[src/rtl/mipi_csi_rx_packet_decoder_param_if.sv]
// Lane-aligned byte stream in, decoded payload and short-packet strobes out.
// master: lane aligner side (drives bytes), slave: packet decoder side.
interface mipi_csi_rx_packet_decoder_param_if #(
  parameter int LANES = 2
);
  logic                 data_valid_i;
  logic [8*LANES-1:0]   data_i;
  logic                 output_valid_o;
  logic [8*LANES-1:0]   data_o;
  logic [LANES-1:0]     byte_en_o;
  logic                 packet_last_o;
  logic [15:0]          packet_length_o;
  logic [5:0]           packet_type_o;
  logic [1:0]           virtual_channel_o;
  logic                 frame_start_o;
  logic                 frame_end_o;
  logic                 line_start_o;
  logic                 line_end_o;
  logic [15:0]          frame_number_o;
  logic                 ecc_err_o;

  modport master (
    output data_valid_i, data_i,
    input  output_valid_o, data_o, byte_en_o, packet_last_o, packet_length_o,
           packet_type_o, virtual_channel_o, frame_start_o, frame_end_o,
           line_start_o, line_end_o, frame_number_o, ecc_err_o
  );

  modport slave (
    input  data_valid_i, data_i,
    output output_valid_o, data_o, byte_en_o, packet_last_o, packet_length_o,
           packet_type_o, virtual_channel_o, frame_start_o, frame_end_o,
           line_start_o, line_end_o, frame_number_o, ecc_err_o
  );
endinterface

[src/rtl/mipi_csi_rx_packet_decoder_param.sv]
// CSI-2 packet decoder for 1/2/4 lanes at 8-bit gear: sync detect, header
// decode, payload forwarding with byte enables, short-packet strobes.
// Optional macro ECC_CHECK_EN: check the header Hamming ECC and drop the
// packet (with an ecc_err_o pulse) on mismatch; otherwise the ECC byte is ignored.
//
// state    | meaning
// IDLE     | waiting for the all-lanes 8'hB8 sync word
// HEADER   | collecting DI/WC_L/WC_H/ECC, decoded on the last header cycle
// PAYLOAD  | forwarding long-packet payload, counting down remaining bytes
// WAIT_END | packet done or dropped, waiting for data_valid_i to fall
module mipi_csi_rx_packet_decoder_param #(
  parameter int          LANES          = 2,
  parameter logic [63:0] DT_ACCEPT_MASK = 64'h0000_3C00_0000_0000,
  parameter logic [3:0]  VC_ACCEPT_MASK = 4'hF
) (
  input logic clk_i,
  input logic reset_n_i,
  mipi_csi_rx_packet_decoder_param_if.slave bus
);
  localparam int          W         = 8 * LANES;
  localparam int          NH        = 4 / LANES;
  localparam logic [1:0]  HDR_LAST  = 2'(NH - 1);
  localparam logic [W-1:0] SYNC_WORD = {LANES{8'hB8}};
  localparam logic [15:0] LANES_W   = 16'(LANES);

  if (LANES != 1 && LANES != 2 && LANES != 4) begin : g_lanes_check
    $error("LANES must be 1, 2 or 4");
  end

  typedef enum logic [1:0] {IDLE, HEADER, PAYLOAD, WAIT_END} state_t;

  state_t      state;
  logic [1:0]  hdr_cnt;
  logic [31:0] hdr_q;
  logic [15:0] remaining;

  logic [31:0]      hdr_now;
  logic [5:0]       hdr_dt;
  logic [1:0]       hdr_vc;
  logic [15:0]      hdr_wc;
  logic             ecc_ok;
  logic             accept_long;
  logic [LANES-1:0] last_en;
  logic             unused_ecc_bits;

  // Full header as seen in the decode cycle: stored bytes plus the current lanes
  always_comb begin
    hdr_now = hdr_q;
    for (int k = 0; k < NH; k++) begin
      if (hdr_cnt == 2'(k)) hdr_now[k*W +: W] = bus.data_i;
    end
    hdr_dt = hdr_now[5:0];
    hdr_vc = hdr_now[7:6];
    hdr_wc = hdr_now[23:8];
    accept_long = DT_ACCEPT_MASK[hdr_dt] && VC_ACCEPT_MASK[hdr_vc] && (hdr_wc != 16'd0);
  end

  assign unused_ecc_bits = ^hdr_now[31:24];

`ifdef ECC_CHECK_EN
  function automatic logic [5:0] calc_ecc(input logic [23:0] d);
    logic [5:0] p;
    p[0] = ^(d & 24'hF12CB7);
    p[1] = ^(d & 24'hF2555B);
    p[2] = ^(d & 24'h749A6D);
    p[3] = ^(d & 24'hB8E38E);
    p[4] = ^(d & 24'hDF03F0);
    p[5] = ^(d & 24'hEFFC00);
    return p;
  endfunction

  assign ecc_ok = (calc_ecc(hdr_now[23:0]) == hdr_now[29:24]);
`else
  assign ecc_ok = 1'b1;
`endif

  // Byte enables for the final payload word: one bit per remaining byte
  always_comb begin
    last_en = '0;
    for (int k = 0; k < LANES; k++) last_en[k] = (16'(k) < remaining);
  end

  // Packet FSM with registered payload, header and strobe outputs
  always_ff @(posedge clk_i or negedge reset_n_i) begin
    if (!reset_n_i) begin
      state                 <= IDLE;
      hdr_cnt               <= '0;
      hdr_q                 <= '0;
      remaining             <= '0;
      bus.output_valid_o    <= 1'b0;
      bus.data_o            <= '0;
      bus.byte_en_o         <= '0;
      bus.packet_last_o     <= 1'b0;
      bus.packet_length_o   <= '0;
      bus.packet_type_o     <= '0;
      bus.virtual_channel_o <= '0;
      bus.frame_start_o     <= 1'b0;
      bus.frame_end_o       <= 1'b0;
      bus.line_start_o      <= 1'b0;
      bus.line_end_o        <= 1'b0;
      bus.frame_number_o    <= '0;
      bus.ecc_err_o         <= 1'b0;
    end else begin
      bus.output_valid_o <= 1'b0;
      bus.byte_en_o      <= '0;
      bus.packet_last_o  <= 1'b0;
      bus.frame_start_o  <= 1'b0;
      bus.frame_end_o    <= 1'b0;
      bus.line_start_o   <= 1'b0;
      bus.line_end_o     <= 1'b0;
      bus.ecc_err_o      <= 1'b0;
      if (!bus.data_valid_i) begin
        state <= IDLE;
      end else begin
        case (state)
          IDLE: begin
            if (bus.data_i == SYNC_WORD) begin
              state   <= HEADER;
              hdr_cnt <= '0;
            end
          end
          HEADER: begin
            if (hdr_cnt != HDR_LAST) begin
              for (int k = 0; k < NH; k++) begin
                if (hdr_cnt == 2'(k)) hdr_q[k*W +: W] <= bus.data_i;
              end
              hdr_cnt <= hdr_cnt + 2'd1;
            end else begin
              state <= WAIT_END;
              if (!ecc_ok) begin
                bus.ecc_err_o <= 1'b1;
              end else if (hdr_dt < 6'h10) begin
                case (hdr_dt)
                  6'h00: begin
                    bus.frame_start_o  <= 1'b1;
                    bus.frame_number_o <= hdr_wc;
                  end
                  6'h01: begin
                    bus.frame_end_o    <= 1'b1;
                    bus.frame_number_o <= hdr_wc;
                  end
                  6'h02:   bus.line_start_o <= 1'b1;
                  6'h03:   bus.line_end_o   <= 1'b1;
                  default: ;
                endcase
              end else if (accept_long) begin
                state                 <= PAYLOAD;
                remaining             <= hdr_wc;
                bus.packet_type_o     <= hdr_dt;
                bus.virtual_channel_o <= hdr_vc;
                bus.packet_length_o   <= hdr_wc;
              end
            end
          end
          PAYLOAD: begin
            bus.output_valid_o <= 1'b1;
            bus.data_o         <= bus.data_i;
            if (remaining > LANES_W) begin
              bus.byte_en_o <= '1;
              remaining     <= remaining - LANES_W;
            end else begin
              bus.byte_en_o     <= last_en;
              bus.packet_last_o <= 1'b1;
              state             <= WAIT_END;
            end
          end
          default: ;
        endcase
      end
    end
  end
endmodule

[src/flat_wrapper.sv]
// flat-port wrapper written by rule: the top's interface ports become plain ports
module mipi_csi_rx_packet_decoder_param_flat 
#(
  parameter int          LANES          = 2,
  parameter logic [63:0] DT_ACCEPT_MASK = 64'h0000_3C00_0000_0000,
  parameter logic [3:0]  VC_ACCEPT_MASK = 4'hF
)
  (clk_i, reset_n_i, bus_data_valid_i, bus_data_i, bus_output_valid_o, bus_data_o, bus_byte_en_o, bus_packet_last_o, bus_packet_length_o, bus_packet_type_o, bus_virtual_channel_o, bus_frame_start_o, bus_frame_end_o, bus_line_start_o, bus_line_end_o, bus_frame_number_o, bus_ecc_err_o);
  mipi_csi_rx_packet_decoder_param_if #(.LANES(LANES)) bus_i ();
  input logic clk_i;
  input logic reset_n_i;
  input wire logic [$bits(bus_i.data_valid_i)-1:0] bus_data_valid_i;
  input wire logic [$bits(bus_i.data_i)-1:0] bus_data_i;
  output wire logic [$bits(bus_i.output_valid_o)-1:0] bus_output_valid_o;
  output wire logic [$bits(bus_i.data_o)-1:0] bus_data_o;
  output wire logic [$bits(bus_i.byte_en_o)-1:0] bus_byte_en_o;
  output wire logic [$bits(bus_i.packet_last_o)-1:0] bus_packet_last_o;
  output wire logic [$bits(bus_i.packet_length_o)-1:0] bus_packet_length_o;
  output wire logic [$bits(bus_i.packet_type_o)-1:0] bus_packet_type_o;
  output wire logic [$bits(bus_i.virtual_channel_o)-1:0] bus_virtual_channel_o;
  output wire logic [$bits(bus_i.frame_start_o)-1:0] bus_frame_start_o;
  output wire logic [$bits(bus_i.frame_end_o)-1:0] bus_frame_end_o;
  output wire logic [$bits(bus_i.line_start_o)-1:0] bus_line_start_o;
  output wire logic [$bits(bus_i.line_end_o)-1:0] bus_line_end_o;
  output wire logic [$bits(bus_i.frame_number_o)-1:0] bus_frame_number_o;
  output wire logic [$bits(bus_i.ecc_err_o)-1:0] bus_ecc_err_o;
  assign bus_i.data_valid_i = bus_data_valid_i;
  assign bus_i.data_i = bus_data_i;
  assign bus_output_valid_o = bus_i.output_valid_o;
  assign bus_data_o = bus_i.data_o;
  assign bus_byte_en_o = bus_i.byte_en_o;
  assign bus_packet_last_o = bus_i.packet_last_o;
  assign bus_packet_length_o = bus_i.packet_length_o;
  assign bus_packet_type_o = bus_i.packet_type_o;
  assign bus_virtual_channel_o = bus_i.virtual_channel_o;
  assign bus_frame_start_o = bus_i.frame_start_o;
  assign bus_frame_end_o = bus_i.frame_end_o;
  assign bus_line_start_o = bus_i.line_start_o;
  assign bus_line_end_o = bus_i.line_end_o;
  assign bus_frame_number_o = bus_i.frame_number_o;
  assign bus_ecc_err_o = bus_i.ecc_err_o;
  mipi_csi_rx_packet_decoder_param #(.LANES(LANES), .DT_ACCEPT_MASK(DT_ACCEPT_MASK), .VC_ACCEPT_MASK(VC_ACCEPT_MASK)) u_core (.clk_i(clk_i), .reset_n_i(reset_n_i), .bus(bus_i));
endmodule
[config.mk]
export PLATFORM = sky130hd
export DESIGN_NAME = mipi_csi_rx_packet_decoder_param_flat
export DESIGN_NICKNAME = d
export VERILOG_FILES = /design/src/rtl/mipi_csi_rx_packet_decoder_param_if.sv /design/src/rtl/mipi_csi_rx_packet_decoder_param.sv /design/src/flat_wrapper.sv
export SDC_FILE = /design/constraint.sdc
export NUM_CORES = 1
export LEC_CHECK = 0
export BUFFER_PORTS_ARGS = -buffer_cell sky130_fd_sc_hd__buf_2
export CAP_MARGIN = 25
export CORE_UTILIZATION = 55
export DETAILED_ROUTE_END_ITERATION = 12
export GPL_TIMING_DRIVEN = 0
export PLACE_DENSITY = 0.76
export SLEW_MARGIN = 20
export SYNTH_ARGS = -nofsm -noshare
export SYNTH_HDL_FRONTEND = slang
export SYNTH_SLANG_ARGS = --single-unit
[constraint.sdc]
create_clock -name clk_i -period 3.3 [get_ports clk_i]
set_input_delay 0.66 -clock clk_i [delete_from_list [all_inputs] [get_ports clk_i]]
set_output_delay 0.66 -clock clk_i [all_outputs]
set_load 0.1 [all_outputs]
# After elaboration in Yosys (flattened, before gate mapping)
# Memories as Yosys holds them, arrays and structs flattened.
# Index checks and enable logic that the tools add are counted.
dict set report totals {
  latchBits 0
  mem_bits_rw 0
  mem_count 1
  output_inout_bits 65
  romBits 64
  reg_bits 108
}
# memory words width rd rd_ports_with_merged_regs write_ports line_no
set memory_table {}
lappend memory_table {{(no name shown)} 64 1 1 0 0 mipi_csi_rx_packet_decoder_param.sv:55} ;# accept_long = DT_ACCEPT_MASK[hdr_dt] && VC_ACCEPT_MASK[hdr_vc] && (hdr_wc != 16'd0);
dict set report classes {
  reduce_logical 16
  shifts 0
  n_mux 48
  add_sub_neg 2
  n_lt_le_gt_ge 6
  div_mod_pow 0
  n_mul 0
  bitwise 2
  eq_ne 18
}
# op n
set op_table {}
lappend op_table {{2-to-1 mux 16 bit} 5}
lappend op_table {{less-than comparator 1 x 16 -> 1 bit, first input constant} 2}
lappend op_table {{case mux 16 bit (2 select lines)} 1}
lappend op_table {{2-to-1 mux 1 bit} 28}
lappend op_table {{2-to-1 mux 2 bit} 10}
lappend op_table {{equality test 16 bit, second input constant} 1}
lappend op_table {{> comparator 16 x 2 -> 1 bit, second input constant} 1}
lappend op_table {{nonzero test 16 bit} 1}
lappend op_table {{subtractor 16 x 2 -> 16 bit, second input constant} 1}
lappend op_table {{equality test 6 x 2 -> 1 bit, second input constant} 2}
lappend op_table {{!= test 2 x 1 -> 1 bit, second input constant} 5}
lappend op_table {{AND reduction 5 bit} 2}
lappend op_table {{2-to-1 mux 8 bit} 1}
lappend op_table {{AND reduction 4 bit} 2}
lappend op_table {{less-than comparator 6 x 7 -> 1 bit, second input constant} 1}
lappend op_table {{equality test 6 x 1 -> 1 bit, second input constant} 1}
lappend op_table {{logical NOT 6 bit} 1}
lappend op_table {{less-than comparator 6 x 5 -> 1 bit, second input constant} 1}
lappend op_table {{!= test 3 bit, second input constant} 2}
lappend op_table {{case mux 2 bit (3 select lines)} 1}
lappend op_table {{AND reduction 6 bit} 1}
lappend op_table {{equality test 2 x 1 -> 1 bit, second input constant} 2}
lappend op_table {{logical NOT 2 bit} 2}
lappend op_table {{!= test 2 bit, second input constant} 2}
lappend op_table {{other kinds (13)} 16}

# Depth between registers and ports, before layout
# Gate-level depths: netlist of the first run.
dict set report depth {
  ltp_word 11
  depth_mapped 10
}

# Worst setup path before layout of the first run
# OpenSTA, ideal clock, no wires.
dict set report synth_path {
  path_type {register to register}
  startpoint {reg u_core.hdr_cnt[0]}
  endpoint {reg u_core.remaining[1]}
  arrival_ps 2653
  stages_incl_launch_ff 10
  setup_ps 140
  t_required_ps 3160
  synth_period_minus_slack_ps 2793
  n_path_buf 2
  slack_ps 507
  cell_sequence {dfrtp_1 > inv_1 > ha_1 > mux2_2 > or4_4 > or4_1 > buf_2 > a21oi_4 > buf_6 > o221ai_1}
}
dict set report synth_between {
  elab_chain_cells 8
  word_cells_on_any_way 21
}
# element line_no
set synth_lines {}
lappend synth_lines {{start: declaration} mipi_csi_rx_packet_decoder_param.sv:33} ;# logic [1:0] hdr_cnt;
lappend synth_lines {{start signal: assignment} mipi_csi_rx_packet_decoder_param.sv:127} ;# hdr_cnt <= hdr_cnt + 2'd1;
lappend synth_lines {{logical NOT 2 bit} mipi_csi_rx_packet_decoder_param.sv:50} ;# if (hdr_cnt == 2'(k)) hdr_now[k*W +: W] = bus.data_i;
lappend synth_lines {{2-to-1 mux 16 bit} -}
lappend synth_lines {{memory (64 x 1 bit) or binary-select mux 1 bit (select 2 bit) (tied branches)} -}
lappend synth_lines {{2-to-1 mux 1 bit (implied by the code)} mipi_csi_rx_packet_decoder_param.sv:55}
lappend synth_lines {{logical AND 1 bit (2 in a row)} mipi_csi_rx_packet_decoder_param.sv:55}
lappend synth_lines {{!= test 2 x 1 -> 1 bit (no source line)} -}
lappend synth_lines {{AND reduction 6 bit (no source line)} -}
lappend synth_lines {{end signal: assignment} mipi_csi_rx_packet_decoder_param.sv:148} ;# remaining <= hdr_wc;
lappend synth_lines {{end signal: assignment} mipi_csi_rx_packet_decoder_param.sv:160} ;# remaining <= remaining - LANES_W;
lappend synth_lines {{end: declaration} mipi_csi_rx_packet_decoder_param.sv:35} ;# logic [15:0] remaining;
# Several ways; a longest one is shown, not always the timed one. The select of a mux whose other input is x is not followed.
# A chain may end at the register's enable or synchronous reset.

# Final worst setup path of the first run
dict set report layout_path {
  startpoint {reg u_core.hdr_cnt[0]}
  endpoint {reg u_core.remaining[3]}
}
# The elaborated chain is that of the path after synthesis.

==> impl_metrics.env, run 1 <==
export IMPL_run_status="finished, final reports clean"
export IMPL_gp_congestion=0.9145
export IMPL_numCtsBuffers=9
export IMPL_ys_types=60
export IMPL_synthFlopType="dfrtp_1"
export IMPL_avgViaCountPerCell=5.997
export IMPL_num_rows=35
export IMPL_final_setup_skew_ns=0.01555
export IMPL_layout_cells_most_common_list="dfrtp_1, mux2_2, buf_2, nand2_1"
export IMPL_use_met2_pct=42.86
export IMPL_maxSlewHeadroom_pct=36.09
export IMPL_gr_usage_met1_pct=37.46
export IMPL_die_area_sq_mm=0.009949
export IMPL_worstPathArrival_ns=3.38
export IMPL_wl_per_cell_um=19.25
export IMPL_cp_slowest_stage_delay_ns=0.58
export IMPL_drv_slew=0
export IMPL_maxCapViolCount=0
export IMPL_vdd_drop_max_mv=0.6636
export IMPL_core_sq_mm=0.009240
export IMPL_ys_warn_count=0
export IMPL_final_hold_viol_count=0
export IMPL_antennaDiodeCount=0
export IMPL_postSynthNetCount=467
export IMPL_clock_sinks=108
export IMPL_start_util_pct=56.87
export IMPL_postCtsSetupRepairBufs=0
export IMPL_async_reset_ff_share_pct=100.0
export IMPL_cellLeakagePower_nw=2.962
export IMPL_hpwl_mm=9.182
export IMPL_dr_total_vias=4000
export IMPL_ys_seq_area_share_pct=51.43
export IMPL_drive_gt1_share_pct=39.22
export IMPL_cts_resized=0
export IMPL_grt_max_degree=57
export IMPL_fin_crit_ns=3.142
export IMPL_synth_area_sq_mm=0.005255
export IMPL_top_usage_layer="met2"
export IMPL_finalCritPeriodShare_pct=95.21
export IMPL_htree_levels=3
export IMPL_fmax_mhz=318.3
export IMPL_grt_met3_usage_pct=4.849
export IMPL_die_x_um=99.75
export IMPL_critPathBufInv=3
export IMPL_path_class="reg2reg"
export IMPL_grt_remaining_overflow=0
export IMPL_synth_edff_count=0
export IMPL_ys_ff_latch=108
export IMPL_slowest_stage="or4_4"
export IMPL_fin_nets=560
export IMPL_die_y_um=99.75
export IMPL_drt_iter0_markers=344
export IMPL_drt_total_wl_mm=12.84
export IMPL_syn_inst=440
export IMPL_critPathTopFamily="simple AND/OR/NAND/NOR gates"
export IMPL_cts_root_buffer="clkbuf_8"
export IMPL_path_max_fanout=10
export IMPL_hold_buffers=0
export IMPL_cp_start_kind="register"
export IMPL_min_path_type="in2async"
export IMPL_tightestPinTransition_ns=0.9513
export IMPL_setup_violations=0
export IMPL_ant_nets=0
export IMPL_drc_errors=0
export IMPL_cts_tree="yes"
export IMPL_grt_pass1_wl_mm=20.72
export IMPL_track_usage_pct=27.58
export IMPL_worst_setup_path_end_kind="register"
export IMPL_insertion_delay_ns=0.38
export IMPL_grt_pass1_vias=3954
export IMPL_worstPathRequired_ns=3.53
export IMPL_ioPinCount=84
export IMPL_firstDrtPassIters=5
export IMPL_clockBufferDepth=2
export IMPL_synth_avg_cell_area_sq_um=11.94
export IMPL_final_common_cell="dfrtp_1"
export IMPL_crit_chain="inv_1 > ha_1 > mux2_2 > or4_4 > or4_1 > buf_2 > a21oi_4 > buf_6 > o221ai_1"
export IMPL_fin_tns_setup_ns=0
export IMPL_clk_pin_slew_ns=0.10
export IMPL_rsz0062_at_grt="false"
export IMPL_finalHoldWorstSlack_ns=0.2192
export IMPL_numPortBuffers=81
export IMPL_antenna_found_initial=0
export IMPL_power_density_mw_per_mm2=1058
export IMPL_areaGrowthSynthToFinish_pct=15.79
==> sequential cells by signal, summed over array words and instances (netlist names), 6 cells and up <==
name	count
u_core.hdr_q	24
u_core.bus.data_o	16
u_core.bus.frame_number_o	16
u_core.bus.packet_length_o	16
u_core.remaining	16
u_core.bus.packet_type_o	6
==> Yosys cell counts, types with 3 or more instances <==
master | number | area, sq um
a31oi_1 | 4 | 25.02
mux2i_1 | 6 | 60.06
inv_1 | 18 | 67.56
o21ai_0 | 11 | 55.05
or2_2 | 3 | 18.77
nand3_1 | 4 | 20.02
a211oi_1 | 7 | 52.55
mux2_2 | 88 | 991.0
dfrtp_1 | 108 | 2703
clkbuf_1 | 19 | 71.32
ha_1 | 8 | 100.1
nand2_1 | 25 | 93.84
and3_1 | 3 | 18.77
a22oi_1 | 3 | 22.52
o221ai_1 | 7 | 61.31
nor4_1 | 7 | 43.79
nor2_1 | 20 | 75.07
a2bb2oi_1 | 3 | 26.28
or3_1 | 3 | 18.77
a21oi_1 | 8 | 40.04
nor3_1 | 12 | 60.06
o211ai_1 | 8 | 60.06
a21o_1 | 4 | 30.03
buf_2 | 6 | 30.03
==> worst register-to-register path, stage by stage (launching register included) <==
cell and delay [ns]:
dfrtp_1 0.39, inv_1 0.10, ha_1 0.28, mux2_2 0.46, or4_4 0.58, or4_1 0.51, buf_2 0.18, a21oi_4 0.19
buf_6 0.18, o221ai_1 0.14
==> final timing paths <==
kind	from	end	slack, ns	depth (start not counted)
max	u_core.hdr_cnt[0]	u_core.remaining[3]	0.16	9
min in group clk_i	u_core.hdr_q[21]	u_core.hdr_q[21]	0.47	1
max reg2reg	u_core.hdr_cnt[0]	u_core.remaining[3]	0.16	9
min	reset_n_i	u_core.bus.packet_type_o[1]	0.22	1
min reg2reg	u_core.hdr_q[21]	u_core.hdr_q[21]	0.47	1
max in group asynchronous	reset_n_i	u_core.remaining[4]	2.45	2
==> area by class of cell <==
cell class	instances	area, sq um
plain buffers	29	135.1
clock buffers	11	141.4
clock inverters	5	67.56
fillers	704	3156
inverters	18	67.56
multi-input cells	285	2370
flip-flops and latches	108	2703
well taps	129	161.4
repair buffers	82	439.2
==> per-layer routing <==
metal | vias up | share of wire (%)
li1 | 1815 | -
met1 | 1962 | 44
met2 | 182 | 47
met3 | 41 | 6.3
met4 | 0 | 3.6
met5 | - | 0
==> through the flow <==
stage	std cells	utilization [%]	instance area, sq um	worst slack [ns]	power [mW]
floorplan	440	-	5255	0.5073	4.813
global placement	650	63.01	5822	0.1908	5.452
detailed placement	651	63.37	5856	0.08355	5.551
CTS	667	65.63	6065	0.05534	6.406
global route	667	65.85	6085	0.03071	6.736
finish	667	65.85	6085	0.1580	6.435
==> power by group <==
part	switching, mW	internal, mW
registers	0.317	1.73
clock network	0.469	0.383
logic	2.55	0.985
total	3.34	3.10
==> logic make-up (layout without fill, tap and decap cells) <==
family,after synthesis,count (layout),share of synthesized area (%)
flip-flops,108,108,51.43
XOR/XNOR,2,2,0.3334
adder cells (fa/ha/maj),8,8,1.905
AO/OA/AOI/OAI,79,79,11.52
AND/OR/NAND/NOR,99,99,10.31
multiplexers,96,96,20.57
other,1,1,0.07136
buffers and inverters,47,145,3.857
Note: power is estimated with default switching activity, not from simulation.
==> run 2, diff against run 1 <==
--- a/config.mk
+++ b/config.mk
@@ -5,6 +5,7 @@
 export SDC_FILE = /design/constraint.sdc
 export NUM_CORES = 1
 export LEC_CHECK = 0
+export ABC_AREA = 1
 export BUFFER_PORTS_ARGS = -buffer_cell sky130_fd_sc_hd__buf_2
 export CAP_MARGIN = 25
 export CORE_UTILIZATION = 55
==> run 2 against run 1 <==
  * Synthesized area decreased by 0.93%
  * Final area decreased by 2.0%
  * Largest cell class unchanged
  * Sequential share of layout area increased by 0.89 points
  * Flip-flop and latch count unchanged
==> impl_metrics.env, run 2 <==
export IMPL_run_status="finished, final reports clean"
export IMPL_die_y_um=99.29
export IMPL_final_setup_skew_ns=0.01986
export IMPL_largest_register_ffs=24
export IMPL_synthTopCellsByArea="dfrtp_1, nand2_1, o21ai_0"
export IMPL_layout_cells_most_common_list="nand2_1, dfrtp_1, buf_2, o21ai_0, inv_1"
export IMPL_dp_worst_setup_slack_ns=0.7158
export IMPL_firstDrtPassIters=6
export IMPL_postCtsSetupRepairBufs=0
export IMPL_insertion_delay_ns=0.37
export IMPL_clockBufferDepth=2
export IMPL_numPortBuffers=81
export IMPL_synth_top_cell_by_area="dfrtp_1"
export IMPL_maxSlewHeadroom_pct=48.20
export IMPL_largest_register="u_core.hdr_q"
export IMPL_track_usage_pct=27.61
export IMPL_drc_errors=0
export IMPL_postSynthNetCount=694
export IMPL_ys_warn_count=0
export IMPL_num_rows=35
export IMPL_drt_total_wl_mm=12.78
export IMPL_clk_pin_slew_ns=0.12
export IMPL_critPathBufInv=2
export IMPL_tightestPinTransition_ns=0.7688
export IMPL_setup_violations=0
export IMPL_async_reset_ff_share_pct=100.0
export IMPL_min_path_type="in2async"
export IMPL_grt_max_degree=72
export IMPL_cts_root_buffer="clkbuf_8"
export IMPL_start_util_pct=56.61
export IMPL_ys_types=32
export IMPL_die_x_um=99.29
export IMPL_numCtsBuffers=9
export IMPL_ioPinCount=84
export IMPL_finalCritPeriodShare_pct=78.09
export IMPL_drt_iter0_markers=302
export IMPL_path_max_fanout=10
export IMPL_die_area_sq_mm=0.009859
export IMPL_worstPathRequired_ns=3.57
export IMPL_critical_path_startpoint="u_core.hdr_cnt[0]"
export IMPL_fin_ws_ns=0.7230
export IMPL_r2r_slack_ns=0.72
export IMPL_clock_sinks=108
export IMPL_ys_ff_latch=108
export IMPL_crit_reg2reg_launch="u_core.hdr_cnt[0]"
export IMPL_power_density_mw_per_mm2=878.7
export IMPL_synth_most_common_cell="nand2_1"
export IMPL_antenna_found_initial=0
export IMPL_synthTopCellsByCount="nand2_1, dfrtp_1, o21ai_0, inv_1, nor2_1"
export IMPL_crit_chain="inv_1 > ha_1 > o21ai_0 > nor2_1 > nand2_1 > nor2_1 > nand2_1 > nand3_2 > clkbuf_1 > o21ai_0"
export IMPL_syn_inst=667
export IMPL_worst_setup_path_end_kind="register"
export IMPL_avgViaCountPerCell=5.342
export IMPL_slowest_stage="o21ai_0"
export IMPL_total_power_mw=5.242
export IMPL_r2r_cells=10
export IMPL_path_class="reg2reg"
export IMPL_fillers=819
export IMPL_cts_resized=0
export IMPL_critPathTopFamily="compound AO/OA/AOI/OAI gates"
export IMPL_synth_area_sq_mm=0.005206
export IMPL_core_sq_mm=0.009196
export IMPL_drive_gt1_share_pct=16.34
export IMPL_grt_pass1_vias=4382
export IMPL_rr_endpoint="u_core.bus.packet_length_o[13]"
export IMPL_cp_start_kind="register"
export IMPL_synth_top_area_share_pct=51.91
export IMPL_synthFlopType="dfrtp_1"
export IMPL_ant_nets=0
export IMPL_vdd_drop_max_mv=0.9100
export IMPL_rsz0062_at_grt="false"
export IMPL_worstPathArrival_ns=2.85
export IMPL_synth_avg_cell_area_sq_um=7.805
export IMPL_wl_per_cell_um=14.59
export IMPL_htree_levels=3
export IMPL_cts_tree="yes"
export IMPL_areaGrowthSynthToFinish_pct=14.59
export IMPL_ys_seq_area_share_pct=51.91
export IMPL_fin_nets=787
export IMPL_final_hold_viol_count=0
export IMPL_gp_congestion=0.9146
export IMPL_fmax_mhz=388.0
export IMPL_finalHoldWorstSlack_ns=0.1609
export IMPL_maxCapViolCount=0
export IMPL_synth_edff_count=0
export IMPL_grt_remaining_overflow=0
export IMPL_cp_slowest_stage_delay_ns=0.67
export IMPL_hold_buffers=0
export IMPL_grt_pass1_wl_mm=20.96
export IMPL_antennaDiodeCount=0
export IMPL_dr_total_vias=4680
export IMPL_hpwl_mm=9.729
export IMPL_cellLeakagePower_nw=3.311
export IMPL_fin_crit_ns=2.577
export IMPL_drv_slew=0
export IMPL_fin_tns_setup_ns=0
export IMPL_final_common_cell="nand2_1"
## run 2: worst max path at each step
stage | cells past startpoint | end | slack [ns]
detailed placement | 10 | u_core.bus.packet_length_o[13] | 0.72
floorplan | 16 | u_core.remaining[5] | 1.35
finish | 10 | u_core.bus.packet_length_o[13] | 0.72
global placement | 1 | u_core.hdr_cnt[0] | 0.38
CTS | 10 | u_core.bus.packet_length_o[13] | 0.68
global route | 12 | u_core.bus.frame_number_o[11] | 0.44
## run 2: routing by layer
| layer | vias to the layer above | global-route usage, % | part of all wire, % | routed length, um |
|---|---|---|---|---|
| li1 | 2274 | - | - | - |
| met5 | - | 0 | 0 | 0 |
| met3 | 25 | 4.568 | 5.9 | 757 |
| met1 | 2208 | 38.82 | 46 | 5878 |
| met4 | 0 | 10.75 | 2.4 | 304 |
| met2 | 173 | 43.22 | 46 | 5841 |
## run 2: cells by family after synthesis
family | after synthesis | synth area share [%]
simple gates | 342 | 27.11
flops | 108 | 51.91
buf+inv | 106 | 8.484
compound gates | 101 | 10.33
fa+ha+maj | 8 | 1.923
xor+xnor | 1 | 0.1683
other cells | 1 | 0.07203
## run 2: final cells by class
class	instances	area, sq um	area share (%)
flip-flops and latches	108	2703	45.30
multi-input cells	453	2062	34.56
repair buffers	82	439.2	7.362
inverters	72	270.3	4.530
plain buffers	34	171.4	2.873
well taps	111	138.9	2.328
clock buffers	10	127.6	2.139
clock inverters	6	53.80	0.9018
## run 2: metrics by stage
step | utilization [%] | cell area [sq um] | cells
4_1_cts | 64.87 | 5966 | 876
6_report | 64.87 | 5966 | 876
3_3_place_gp | 62.53 | 5751 | 859
2_1_floorplan | - | 5206 | 667
3_5_place_dp | 62.90 | 5784 | 860
5_1_grt | 64.87 | 5966 | 876
## run 2: where the power goes
part / leakage, nW / switching, mW / internal [mW]
Sequential: 1.45 / 0.155 / 1.57
Combinational: 1.78 / 2.09 / 0.663
Clock: 0.0902 / 0.470 / 0.292
==> run 3, diff against run 2 <==
==> constraint.sdc (replaced) <==
create_clock -name clk_i -period 2.6 [get_ports clk_i]
set_input_delay 0.52 -clock clk_i [delete_from_list [all_inputs] [get_ports clk_i]]
set_output_delay 0.52 -clock clk_i [all_outputs]
set_load 0.1 [all_outputs]
==> run 3 against run 2 <==
  * Largest power group unchanged
  * Register-to-register slack got worse by 0.54 ns
  * Worst setup slack got worse by 0.54 ns
  * Clock skew about the same
  * Via count decreased by 0.58%
==> impl_metrics.env, run 3 (same netlist as run 2, synthesis figures left out) <==
export IMPL_crit_top_cell="inv_1"
export IMPL_core_sq_mm=0.009196
export IMPL_cp_start_kind="register"
export IMPL_numPortBuffers=81
export IMPL_grt_remaining_overflow=0
export IMPL_gp_congestion=0.9146
export IMPL_crit_chain="inv_1 > ha_1 > buf_4 > inv_1 > buf_2 > nor3_2 > nand2_1 > nor3_1 > inv_1 > buf_2 > nand2_1 > o21ai_0"
export IMPL_path_max_fanout=10
export IMPL_avgViaCountPerCell=5.318
export IMPL_clockBufferDepth=2
export IMPL_final_area_sq_mm=0.005989
export IMPL_antenna_found_initial=0
export IMPL_final_setup_skew_ns=0.01951
export IMPL_dr_total_vias=4653
export IMPL_run_status="finished, final reports clean"
export IMPL_antennaDiodeCount=0
export IMPL_die_x_um=99.29
export IMPL_wl_per_cell_um=14.73
export IMPL_fillers=818
export IMPL_slowest_stage="dfrtp_1"
export IMPL_tightestPinTransition_ns=0.7595
export IMPL_min_path_type="in2async"
export IMPL_insertion_delay_ns=0.38
export IMPL_hold_buffers=0
export IMPL_drt_total_wl_mm=12.89
export IMPL_ioPinCount=84
export IMPL_areaGrowthSynthToFinish_pct=15.04
export IMPL_drt_iter0_markers=274
export IMPL_drv_slew=0
export IMPL_numCtsBuffers=9
export IMPL_postPlaceCellArea_sq_mm=0.005784
export IMPL_htree_levels=3
export IMPL_path_class="reg2reg"
export IMPL_grt_pass1_vias=4382
export IMPL_drc_errors=0
export IMPL_firstDrtPassIters=4
export IMPL_clock_sinks=108
export IMPL_worstPathArrival_ns=2.66
export IMPL_cts_root_buffer="clkbuf_8"
export IMPL_postCtsSetupRepairBufs=0
export IMPL_finalCritPeriodShare_pct=92.80
export IMPL_final_common_cell="nand2_1"
export IMPL_ant_nets=0
export IMPL_fin_tns_setup_ns=0
export IMPL_cellLeakagePower_nw=3.315
export IMPL_clk_pin_slew_ns=0.12
export IMPL_vdd_drop_max_mv=1.154
export IMPL_worstPathRequired_ns=2.85
export IMPL_largest_register="u_core.hdr_q"
export IMPL_num_rows=35
export IMPL_power_density_mw_per_mm2=1122
export IMPL_cts_tree="yes"
export IMPL_final_hold_viol_count=0
export IMPL_setup_violations=0
export IMPL_grt_pass1_wl_mm=20.96
export IMPL_start_util_pct=56.61
export IMPL_fmax_mhz=414.4
export IMPL_cts_resized=1
export IMPL_largest_register_ffs=24
export IMPL_fin_nets=786
export IMPL_die_area_sq_mm=0.009859
export IMPL_die_y_um=99.29
export IMPL_drive_gt1_share_pct=17.15
export IMPL_r2r_slack_ns=0.19
export IMPL_maxSlewHeadroom_pct=48.83
export IMPL_fin_crit_ns=2.413
export IMPL_worst_setup_path_end_kind="register"
export IMPL_cp_slowest_stage_delay_ns=0.39
export IMPL_hpwl_mm=9.729
export IMPL_layout_cells_most_common_list="nand2_1, dfrtp_1, buf_2, o21ai_0, inv_1"
export IMPL_track_usage_pct=27.61
export IMPL_maxCapViolCount=0
export IMPL_grt_max_degree=72
## run 3: worst max-delay path, delay by kind of cell, from the launching register on
kind	cells	cell delay, ns
and+or+nand+nor	4	0.67
buffers and inverters	6	0.95
adders and majority gates	1	0.18
AOI/OAI and AO/OA	1	0.08
DFF	1	0.39
## run 3: final timing paths
check	start	endpoint	depth (start not counted)
setup / recovery	u_core.hdr_cnt[1]	u_core.bus.frame_number_o[15]	12
max in group asynchronous	reset_n_i	u_core.bus.data_o[14]	2
min in group clk_i	bus_data_i[9]	u_core.bus.data_o[9]	3
hold / removal	reset_n_i	u_core.bus.frame_start_o	1
hold reg to reg	u_core.hdr_q[18]	u_core.hdr_q[18]	1
setup reg to reg	u_core.hdr_cnt[1]	u_core.bus.frame_number_o[15]	12
## run 3: final cells by class
cell class                 count  area [sq um]  share of cell area, %
tap                          111         138.9                  2.319
multi-input combinational    453          2088                  34.87
inverter                      72         270.3                  4.512
sequential                   108          2703                  45.12
timing repair buffer          82         439.2                  7.332
clock inverter                 6         53.80                 0.8983
buffer                        33         168.9                  2.820
clock buffer                  10         127.6                  2.131
## run 3: where the power goes
group / leakage, nW / total [mW] / switching (mW) / internal, mW
sequential: 1.45 / 2.19 / 0.195 / 2.00
clock: 0.0902 / 0.971 / 0.600 / 0.370
combinational: 1.78 / 3.55 / 2.68 / 0.873
## run 3: metrics by stage
stage / cells / power [mW] / utilization [%] / hold slack, ns / setup WS, ns
2_1_floorplan: 667 / 4.889 / - / 0.2244 / 0.6529
5_1_grt: 875 / 7.200 / 65.13 / 0.03927 / -0.003169
6_report: 875 / 6.720 / 65.13 / 0.01825 / 0.1872
3_5_place_dp: 860 / 5.693 / 62.90 / 0.4389 / 0.01584
3_3_place_gp: 859 / 5.604 / 62.53 / 0.4401 / -0.1801
4_1_cts: 876 / 6.667 / 64.87 / 0.02446 / 0.05927
## run 3: per-layer routing
layer  track usage [%]  wire length, um  up-vias
met3             4.568              841       31
li1                  -                -     2264
met5                 0                0        -
met4             10.75              362        0
met1             38.82             5824     2174
met2             43.22             5865      184
